--- src/rtl/alu_pkg.sv ---
// Shared opcode encodings, request record and output-stage state for the ALU issue queue.
package alu_pkg;

  localparam logic [2:0] OPCODE_ADD = 3'b000;
  localparam logic [2:0] OPCODE_SUB = 3'b001;

  typedef logic [2:0] alu_op_t;

  typedef struct packed {
    logic [15:0] a;
    logic [15:0] b;
    alu_op_t     op;
  } alu_req_t;

  typedef enum logic [0:0] {
    OUT_EMPTY = 1'b0,
    OUT_HELD  = 1'b1
  } out_state_t;

  function automatic logic op_is_legal(input alu_op_t op);
    return (op == OPCODE_ADD) || (op == OPCODE_SUB);
  endfunction

endpackage

--- src/rtl/alu_issue_queue_if.sv ---
// Request and result handshake bundle between producer, issue queue and writeback consumer.
interface alu_issue_queue_if #(
  parameter int TAG_W = 4
);
  import alu_pkg::*;

  logic             in_valid;
  logic             in_ready;
  logic [15:0]      in_a;
  logic [15:0]      in_b;
  alu_op_t          in_op;
  logic [TAG_W-1:0] in_tag;

  logic             out_valid;
  logic             out_ready;
  logic [15:0]      out_result;
  logic [TAG_W-1:0] out_tag;

  modport master (
    output in_valid, in_a, in_b, in_op, in_tag, out_ready,
    input  in_ready, out_valid, out_result, out_tag
  );

  modport slave (
    input  in_valid, in_a, in_b, in_op, in_tag, out_ready,
    output in_ready, out_valid, out_result, out_tag
  );

endinterface

--- src/rtl/alu_req_fifo.sv ---
// Circular request/tag buffer; pushes while full and pops while empty are ignored.
module alu_req_fifo
  import alu_pkg::*;
#(
  parameter int  DEPTH = 4,
  parameter int  TAG_W = 4,
  localparam int CNT_W = $clog2(DEPTH + 1),
  localparam int PTR_W = $clog2(DEPTH)
) (
  input  logic             clk,
  input  logic             rst,
  input  logic             push,
  input  alu_req_t         push_req,
  input  logic [TAG_W-1:0] push_tag,
  input  logic             pop,
  output alu_req_t         head_req,
  output logic [TAG_W-1:0] head_tag,
  output logic             full,
  output logic             empty,
  output logic [CNT_W-1:0] count
);

  alu_req_t         req_mem_r [DEPTH];
  logic [TAG_W-1:0] tag_mem_r [DEPTH];
  logic [PTR_W-1:0] wr_ptr_r;
  logic [PTR_W-1:0] rd_ptr_r;
  logic [CNT_W-1:0] count_r;
  logic             push_ok_s;
  logic             pop_ok_s;

  assign full      = (count_r == CNT_W'(DEPTH));
  assign empty     = (count_r == {CNT_W{1'b0}});
  assign push_ok_s = push && !full;
  assign pop_ok_s  = pop && !empty;
  assign head_req  = req_mem_r[rd_ptr_r];
  assign head_tag  = tag_mem_r[rd_ptr_r];
  assign count     = count_r;

  // Entry storage; contents are don't-care until written, so no reset.
  always_ff @(posedge clk) begin
    if (push_ok_s) begin
      req_mem_r[wr_ptr_r] <= push_req;
      tag_mem_r[wr_ptr_r] <= push_tag;
    end
  end

  // Pointers wrap naturally because DEPTH is a power of two.
  always_ff @(posedge clk) begin
    if (rst) begin
      wr_ptr_r <= {PTR_W{1'b0}};
      rd_ptr_r <= {PTR_W{1'b0}};
      count_r  <= {CNT_W{1'b0}};
    end else begin
      if (push_ok_s) begin
        wr_ptr_r <= wr_ptr_r + PTR_W'(1);
      end
      if (pop_ok_s) begin
        rd_ptr_r <= rd_ptr_r + PTR_W'(1);
      end
      case ({push_ok_s, pop_ok_s})
        2'b10:   count_r <= count_r + CNT_W'(1);
        2'b01:   count_r <= count_r - CNT_W'(1);
        default: count_r <= count_r;
      endcase
    end
  end

endmodule

--- src/rtl/alu_issue_queue.sv ---
// Issue stage for the 16-bit add/sub ALU: request FIFO, one issue per cycle, tagged result register.
// Optional ALU_ILLEGAL_OP_EN drops non-ADD/SUB requests at the input and pulses err_illegal.
module alu_issue_queue
  import alu_pkg::*;
#(
  parameter int  DEPTH = 4,
  parameter int  TAG_W = 4,
  localparam int CNT_W = $clog2(DEPTH + 1)
) (
  input  logic                clk,
  input  logic                rst,
  alu_issue_queue_if.slave    bus,
  output logic [15:0]         alu_a,
  output logic [15:0]         alu_b,
  output alu_op_t             alu_op,
  output logic                alu_en,
  input  logic [15:0]         alu_result,
  output logic [CNT_W-1:0]    count,
  output logic                err_illegal
);

  alu_req_t         push_req_s;
  alu_req_t         head_req_s;
  logic [TAG_W-1:0] head_tag_s;
  logic             full_s;
  logic             empty_s;
  logic             accept_s;
  logic             legal_s;
  logic             push_s;
  logic             issue_s;

  out_state_t       state_r;
  logic             out_valid_r;
  logic [15:0]      result_r;
  logic [TAG_W-1:0] tag_r;

  assign accept_s     = bus.in_valid && !full_s;
  assign bus.in_ready = !full_s;
  assign push_s       = accept_s && legal_s;
  assign push_req_s   = '{a: bus.in_a, b: bus.in_b, op: bus.in_op};
  // A held result blocks issue until the consumer takes it.
  assign issue_s      = !empty_s && ((state_r == OUT_EMPTY) || bus.out_ready);

`ifdef ALU_ILLEGAL_OP_EN
  logic err_r;

  assign legal_s     = op_is_legal(bus.in_op);
  assign err_illegal = err_r;

  // Flag a request that completed its handshake but was dropped.
  always_ff @(posedge clk) begin
    if (rst) begin
      err_r <= 1'b0;
    end else begin
      err_r <= accept_s && !legal_s;
    end
  end
`else
  assign legal_s     = 1'b1;
  assign err_illegal = 1'b0;
`endif

  alu_req_fifo #(
    .DEPTH (DEPTH),
    .TAG_W (TAG_W)
  ) u_fifo (
    .clk      (clk),
    .rst      (rst),
    .push     (push_s),
    .push_req (push_req_s),
    .push_tag (bus.in_tag),
    .pop      (issue_s),
    .head_req (head_req_s),
    .head_tag (head_tag_s),
    .full     (full_s),
    .empty    (empty_s),
    .count    (count)
  );

  // ALU operands are forced to zero outside the issue cycle.
  always_comb begin
    if (issue_s) begin
      alu_en = 1'b1;
      alu_a  = head_req_s.a;
      alu_b  = head_req_s.b;
      alu_op = head_req_s.op;
    end else begin
      alu_en = 1'b0;
      alu_a  = 16'h0000;
      alu_b  = 16'h0000;
      alu_op = 3'b000;
    end
  end

  // Output stage: capture on issue, release when the consumer accepts.
  always_ff @(posedge clk) begin
    if (rst) begin
      state_r     <= OUT_EMPTY;
      out_valid_r <= 1'b0;
      result_r    <= 16'h0000;
      tag_r       <= {TAG_W{1'b0}};
    end else begin
      case (state_r)
        OUT_EMPTY: begin
          if (issue_s) begin
            state_r     <= OUT_HELD;
            out_valid_r <= 1'b1;
            result_r    <= alu_result;
            tag_r       <= head_tag_s;
          end else begin
            state_r     <= OUT_EMPTY;
            out_valid_r <= 1'b0;
          end
        end
        OUT_HELD: begin
          if (issue_s) begin
            state_r     <= OUT_HELD;
            out_valid_r <= 1'b1;
            result_r    <= alu_result;
            tag_r       <= head_tag_s;
          end else if (bus.out_ready) begin
            state_r     <= OUT_EMPTY;
            out_valid_r <= 1'b0;
          end else begin
            state_r     <= OUT_HELD;
            out_valid_r <= 1'b1;
          end
        end
        default: begin
          state_r     <= OUT_EMPTY;
          out_valid_r <= 1'b0;
        end
      endcase
    end
  end

  assign bus.out_valid  = out_valid_r;
  assign bus.out_result = result_r;
  assign bus.out_tag    = tag_r;

endmodule

--- src/flat_wrapper.sv ---
// flat-port wrapper written by rule: the top's interface ports become plain ports
module alu_issue_queue_flat import alu_pkg::*;
#(
  parameter int  DEPTH = 4,
  parameter int  TAG_W = 4,
  localparam int CNT_W = $clog2(DEPTH + 1)
)
  (clk, rst, alu_a, alu_b, alu_op, alu_en, alu_result, count, err_illegal, bus_in_valid, bus_in_a, bus_in_b, bus_in_op, bus_in_tag, bus_out_ready, bus_in_ready, bus_out_valid, bus_out_result, bus_out_tag);
  alu_issue_queue_if #(.TAG_W(TAG_W)) bus_i ();
  input  logic clk;
  input  logic rst;
  output logic [15:0] alu_a;
  output logic [15:0] alu_b;
  output alu_op_t alu_op;
  output logic alu_en;
  input  logic [15:0] alu_result;
  output logic [CNT_W-1:0] count;
  output logic err_illegal;
  input wire logic [$bits(bus_i.in_valid)-1:0] bus_in_valid;
  input wire logic [$bits(bus_i.in_a)-1:0] bus_in_a;
  input wire logic [$bits(bus_i.in_b)-1:0] bus_in_b;
  input wire logic [$bits(bus_i.in_op)-1:0] bus_in_op;
  input wire logic [$bits(bus_i.in_tag)-1:0] bus_in_tag;
  input wire logic [$bits(bus_i.out_ready)-1:0] bus_out_ready;
  output wire logic [$bits(bus_i.in_ready)-1:0] bus_in_ready;
  output wire logic [$bits(bus_i.out_valid)-1:0] bus_out_valid;
  output wire logic [$bits(bus_i.out_result)-1:0] bus_out_result;
  output wire logic [$bits(bus_i.out_tag)-1:0] bus_out_tag;
  assign bus_i.in_valid = bus_in_valid;
  assign bus_i.in_a = bus_in_a;
  assign bus_i.in_b = bus_in_b;
  assign bus_i.in_op = bus_in_op;
  assign bus_i.in_tag = bus_in_tag;
  assign bus_i.out_ready = bus_out_ready;
  assign bus_in_ready = bus_i.in_ready;
  assign bus_out_valid = bus_i.out_valid;
  assign bus_out_result = bus_i.out_result;
  assign bus_out_tag = bus_i.out_tag;
  alu_issue_queue #(.DEPTH(DEPTH), .TAG_W(TAG_W)) u_core (.clk(clk), .rst(rst), .bus(bus_i), .alu_a(alu_a), .alu_b(alu_b), .alu_op(alu_op), .alu_en(alu_en), .alu_result(alu_result), .count(count), .err_illegal(err_illegal));
endmodule
--- config.mk ---
export PLATFORM = sky130hd
export DESIGN_NAME = alu_issue_queue_flat
export DESIGN_NICKNAME = d
export VERILOG_FILES = /design/src/rtl/alu_pkg.sv /design/src/rtl/alu_issue_queue_if.sv /design/src/rtl/alu_req_fifo.sv /design/src/rtl/alu_issue_queue.sv /design/src/flat_wrapper.sv
export SDC_FILE = /design/constraint.sdc
export NUM_CORES = 1
export LEC_CHECK = 0
export ABC_CLOCK_PERIOD_IN_PS = 2800
export BUFFER_PORTS_ARGS = -buffer_cell sky130_fd_sc_hd__buf_2
export CORE_MARGIN = 5
export CORE_UTILIZATION = 50
export CTS_CLUSTER_DIAMETER = 100
export DETAILED_ROUTE_END_ITERATION = 12
export GPL_ROUTABILITY_DRIVEN = 0
export PLACE_DENSITY = 0.74
export SLEW_MARGIN = 5
export SYNTH_ARGS = -nofsm -noshare
export SYNTH_HDL_FRONTEND = slang
export SYNTH_HIERARCHICAL = 1
export SYNTH_SLANG_ARGS = --single-unit
--- constraint.sdc ---
create_clock -name clk -period 2.8 [get_ports clk]
set_input_delay 0.56 -clock clk [delete_from_list [all_inputs] [get_ports clk]]
set_output_delay 0.56 -clock clk [all_outputs]
set_load 0.01 [all_outputs]
After elaboration in Yosys (flattened, before gate mapping):

Memory sizes are Yosys's and may differ from the RTL's. A register that Yosys moved wholly into a read port is not among the register bits.
Index checks and enable logic that the tools add are counted.

* $add $sub $neg: 4
* equality and inequality tests: 3
* multiplexer cells: 13
* bitwise logic cells: 1
* reduce and logical (&&, ||, !) cells: 9

Operator list (count)
* 2-to-1 mux 16 bit: 3
* one-hot mux 3 bit (2 select lines): 1
* 2-to-1 mux 1 bit: 5
* adder 2 x 1 -> 2 bit, second input constant: 2
* logical AND 1 bit: 4
* 2-to-1 mux 2 bit: 2
* adder 3 x 1 -> 3 bit, second input constant: 1
* equality test 3 bit, second input constant: 1
* zero test 3 bit: 1
* 2-to-1 mux 3 bit: 1
* subtractor 3 x 1 -> 3 bit, second input constant: 1
* equality test 2 x 1 -> 1 bit, second input constant: 1
* equality test 2 bit, second input constant: 1
* zero test 1 bit: 2
* one-hot mux 1 bit (2 select lines): 1
* nonzero test 2 bit: 1
* logical OR 1 bit: 1
* NOT 1 bit: 1

* register bits after elaboration: 24
* RAM bits: 156
* input bits: 59
* output and inout port bits: 62
* logic and storage cells: 37
* memories: 2

Memory list
* u_core.u_fifo.req_mem_r: words 4, bits a word 35, rd ports 1, clocked after memory_dff 1, wr ports 1, line alu_req_fifo.sv:23 `alu_req_t req_mem_r [DEPTH];`
* u_core.u_fifo.tag_mem_r: words 4, bits a word 4, rd ports 1, clocked after memory_dff 1, wr ports 1, line alu_req_fifo.sv:24 `logic [TAG_W-1:0] tag_mem_r [DEPTH];`

Longest topological paths before layout:

* word-level depth: 6
* mapped depth: 11
* gate-level depth less buffers: 11

Modules after synthesis:

Netlist, hierarchy kept.

Modules (own cells, without submodules)
* alu_req_fifo: instances 1, cells each 257, area each 6090.8 µm², sequential area each 4864.7 µm²
* alu_issue_queue: instances 1, cells each 133, area each 1207.4 µm², sequential area each 420.4 µm²

Least setup slack after synthesis:

Ideal clock, no wire load.

* path type: input to register
* start point: input port bus_out_ready
* end point: register u_core.u_fifo.count_r[2] (netlist: u_core/u_fifo/count[2])
* library setup time: 0.070 ns
* data arrival time: 2.302 ns
* data required time: 2.730 ns
* slack: 0.428 ns
* stages: 11
* path buffers: 1
* cell sequence: nand2b_4 > nor2b_4 > buf_2 > o31ai_1 > inv_1 > ha_1 > inv_1 > fa_1 > xor2_1 > or3_1 > a21oi_1

* cells in the longest elaborated chain, start to end: 5
* elaborated cells between the ends (all ways): 7
* those cells by class: eq/ne: 2; mux: 1; reduce/logical: 4

RTL lines
* start, declared: line flat_wrapper.sv:24 `input wire logic [$bits(bus_i.out_ready)-1:0] bus_out_ready;`
* logical OR 1 bit *: line alu_issue_queue.sv:42 `assign issue_s = !empty_s && ((state_r == OUT_EMPTY) || bus.out_ready);`
* logical AND 1 bit *: line alu_issue_queue.sv:42
* logical AND 1 bit *: line alu_req_fifo.sv:34 `assign pop_ok_s = pop && !empty;`
* via u_core.u_fifo.pop_ok_s: line alu_req_fifo.sv:29 `logic pop_ok_s;`
* equality test 2 x 1 -> 1 bit or equality test 2 bit (tied branches): line alu_req_fifo.sv:60 `case ({push_ok_s, pop_ok_s})`
* one-hot mux 3 bit (2 select lines) or nonzero test 2 bit (tied branches)
* end signal, assigned: line alu_req_fifo.sv:61 `2'b10: count_r <= count_r + CNT_W'(1);`
* end signal, assigned: line alu_req_fifo.sv:62 `2'b01: count_r <= count_r - CNT_W'(1);`
* end signal, assigned: line alu_req_fifo.sv:63 `default: count_r <= count_r;`
* end, declared: line alu_req_fifo.sv:27 `logic [CNT_W-1:0] count_r;`

The timed path passes the listed nets; every way through them passes the cells marked *.
A chain may end at the register's enable or synchronous reset.

Final worst setup path:

* start point: register u_core.u_fifo.count_r[0] (netlist: u_core/u_fifo/count[0])
* end point: output port alu_a[9]

* cells in the longest elaborated chain, start to end: 4

RTL lines
* start signal, assigned: line alu_req_fifo.sv:52 `count_r <= {CNT_W{1'b0}};`
* start signal, assigned: line alu_req_fifo.sv:61
* start signal, assigned: line alu_req_fifo.sv:62
* zero test 3 bit: line alu_req_fifo.sv:32 `assign empty = (count_r == {CNT_W{1'b0}});`
* via u_core.empty_s: line alu_issue_queue.sv:26 `logic empty_s;`
* zero test 1 bit: line alu_issue_queue.sv:42
* logical AND 1 bit: line alu_issue_queue.sv:42
* 2-to-1 mux 16 bit: line alu_issue_queue.sv:82 `if (issue_s) begin`
* end, declared: line flat_wrapper.sv:12 `output logic [15:0] alu_a;`

The timed path passes the listed nets, and every way through them passes these cells.

==> impl_metrics.ini <==
[power]
p_leak_nw = 3.20
switchingPower_mw = 2.28
switching_share_pct = 28.4
comb_power_share_pct = 26.3
power.internal_mw = 5.75
seqPwrFrac_pct = 45.1
peakVddDrop_uv = 495
clkPwrFrac_pct = 28.6
power_density_mw_per_mm2 = 919

[timing]
hold_viol_final = 0
finalWorstSetupSlack_ns = 0.267
min_period_ns = 2.53
slew_viol_final = 0
fin_skew_ns = 0.00722
relSlewSlack_pct = 57.6
worst_pin_slew_ns = 0.636
fin_crit_sh_pct = 90.5
final-setup-viol-count = 0
max_freq_mhz = 395
tns_ns = 0
rsz0062_at_grt = false

[drt]
vias = 3772
drc = 0
drt_iter0_drc = 207
ant_nets = 0
drtPass1Iterations = 4
finalWirelength_mm = 13.4
wl_per_cell_um = 18.7
vias_per_cell = 5.25

[cts]
htree_levels = 4
path_clk_slew_ns = 0.06
clock_latency_ns = 0.42
cts_tree = done
cts_buffer_depth = 2
cts.sinks = 186
ctsRootBufferMaster = clkbuf_16
cts_buffers = 17

[cells_and_area]
syn_to_final_growth_pct = 19.7
diodes = 0
final_core_util_pct = 60.6
nets = 587
drive_gt1_share_pct = 39.4

[die]
dieArea_mm2 = 0.0171
die_h_um = 131
die_w_um = 131
rows = 44
ios = 121
core_area_mm2 = 0.0144
initial_core_util_pct = 50.6

[grt]
grt_pass1_vias = 3955
grt_busiest_layer = met2
grt_pass1_wl_mm = 20.4
grtUsageTotal_pct = 16.2
antenna_found_initial = 0
grt.met2_usage_pct = 27.2
grt.overflow.total = 0
use_met1_pct = 20.2
grt_max_degree = 51
use_met3_pct = 5.53

[setup_path]
startpoint_type = flip-flop
r2r_start = u_core/u_fifo/count[2]
critPathTopFamily = buffers and inverters
cp.arrival_ns = 1.97
r2r-end = u_core/u_fifo/count[2]
worst_r2r_path_depth = 11
crit_fanout = 48
rrSetupSlack_ns = 0.47
crit_buf_inv = 3
cp.required_ns = 2.24
slowest_delay_ns = 0.44
critical_path_class = reg2out
critPathCaptureType = output port
worstSetupStartpoint = u_core/u_fifo/count[0]
cp_cell_sequence = nor3_1 > buf_4 > nor2b_4 > buf_6 > and2_1 > buf_2
worst_path_max_delay_cell = dfxtp_1

[yosys]
synthTopCellsByCount = edfxtp_1, nand2b_1, and2_1, mux4_2, dfxtp_1
netlist_instances = 390
syn_avg_cell_area_um2 = 18.7
async_flop_share_pct = 0
synth_most_common_cell = edfxtp_1
ys_seq_elements = 186
synth_top_cell_area_share_pct = 64.2
synth_area_leaders = edfxtp_1, mux4_2, dfxtp_1
synth_edf_count = 156
yosys.area.top_type = edfxtp_1
syn_nets = 455
synth_warnings = 6
yosysSeqAreaShare_pct = 72.4
netlist_area_mm2 = 0.00730
synth_cell_type_count = 29
synth_ff_type = edfxtp_1

[hold_path]
hold_class = in2reg
hold_depth = 1
hold_start = bus_in_a[2]
min_to = u_core/u_fifo/req_mem_r[1][21]

[job]
maxCapViolations = 0

[placement]
dpl_worst_slack_ns = 0.429
portBuffers = 119
hpwl_mm = 8.45

[status]
status = finished clean
-- power by group through the flow --
stage	Clock (mW)	Combinational (mW)	Sequential, mW
floorplan	0	1.30	3.73
global placement	0	2.09	3.65
detailed placement	0	2.13	3.69
CTS	2.35	2.15	3.63
global route	2.48	2.30	3.66
finish	2.30	2.11	3.62
-- how the worst max path moves through the flow --
stage	end	cells after the start
after floorplan	u_core/u_fifo/count[2]	11
after global placement	alu_op[1]	6
after detailed placement	u_core/u_fifo/count[2]	11
after CTS	alu_a[9]	6
after global routing	alu_a[9]	6
final	alu_a[9]	6
-- cell usage in the layout (no fill, tap or decap), types with 2 or more instances in the layout --
master | Yosys | final
edfxtp_1 | 156 | 156
buf_2 | 3 | 119
nand2b_1 | 42 | 42
mux4_2 | 39 | 39
and2_1 | 39 | 35
dfxtp_1 | 30 | 28
mux2i_1 | 21 | 21
clkbuf_16 | 0 | 17
inv_1 | 9 | 9
buf_4 | 3 | 9
a21oi_1 | 5 | 5
nor2_1 | 5 | 5
ha_1 | 5 | 5
and2_2 | 0 | 4
buf_12 | 0 | 4
clkinv_2 | 0 | 3
clkinvlp_4 | 0 | 3
o21ai_0 | 3 | 3
or3_1 | 3 | 3
xor2_1 | 3 | 3
clkbuf_1 | 6 | 2
clkinv_4 | 0 | 2
bufinv_16 | 0 | 2
inv_6 | 0 | 2
-- per-layer routing --
| layer | routed length (um) | up-vias |
|---|---|---|
| met5 | 0 | - |
| met4 | 97 | 0 |
| met3 | 947 | 15 |
| met2 | 6860 | 126 |
| met1 | 5510 | 1890 |
| li1 | - | 1741 |
-- registers in the layout, summed over array words and instances (netlist names), named ones only --
register / flops
u_core/u_fifo/tag_mem_r: 16
u_core/u_fifo/wr_ptr_r: 2
u_core/bus.out_result: 16
u_core/u_fifo/req_mem_r: 140
u_core/bus.out_tag: 4
u_core/u_fifo/rd_ptr_r: 2
u_core/bus.out_valid: 1
u_core/u_fifo/count: 3
-- through the flow --
step | hold WS (ns) | instance area [um^2] | instances | total power [mW]
final | 0.351 | 8740 | 719 | 8.03
after global routing | 0.320 | 8740 | 719 | 8.45
after CTS | 0.331 | 8740 | 719 | 8.13
after detailed placement | 0.463 | 8160 | 687 | 5.82
after global placement | 0.456 | 8160 | 687 | 5.75
after floorplan | 0.459 | 7300 | 390 | 5.03
-- cell families after synthesis --
logic type      share of synthesized area, %
mux                                     14.9
flops                                   72.4
fa+ha+maj                               1.13
simple gates                            8.23
compound gates                         0.651
other cells                           0.0514
xor+xnor                               0.360
buf+inv                                 2.25
-- repair_timing --
| action | 4_1_cts | 5_1_grt |
|---|---|---|
| buffers inserted | 0 | 0 |
| gates resized for setup | 0 | 1 |
| setup endpoints to repair | 0 | 1 |
| hold buffers | 0 | 0 |
-- final cells by class --
| type | count | area (um^2) |
|---|---|---|
| clock buffers | 19 | 433 |
| clock inverters | 13 | 144 |
| fillers | 1084 | 5680 |
| inverters | 9 | 33.8 |
| multi-input cells | 175 | 1850 |
| flip-flops and latches | 186 | 5290 |
| well taps | 184 | 230 |
| repair buffers | 133 | 754 |
-- worst reg2reg max path: cells and delay by family (launching register included) --
kind | cells | cell delay (ns)
flops | 1 | 0.41
fa+ha+maj | 2 | 0.55
simple gates | 4 | 0.76
buf+inv | 3 | 0.22
xor+xnor | 1 | 0.16
compound gates | 1 | 0.16
Power figures use the tool's default switching activity.
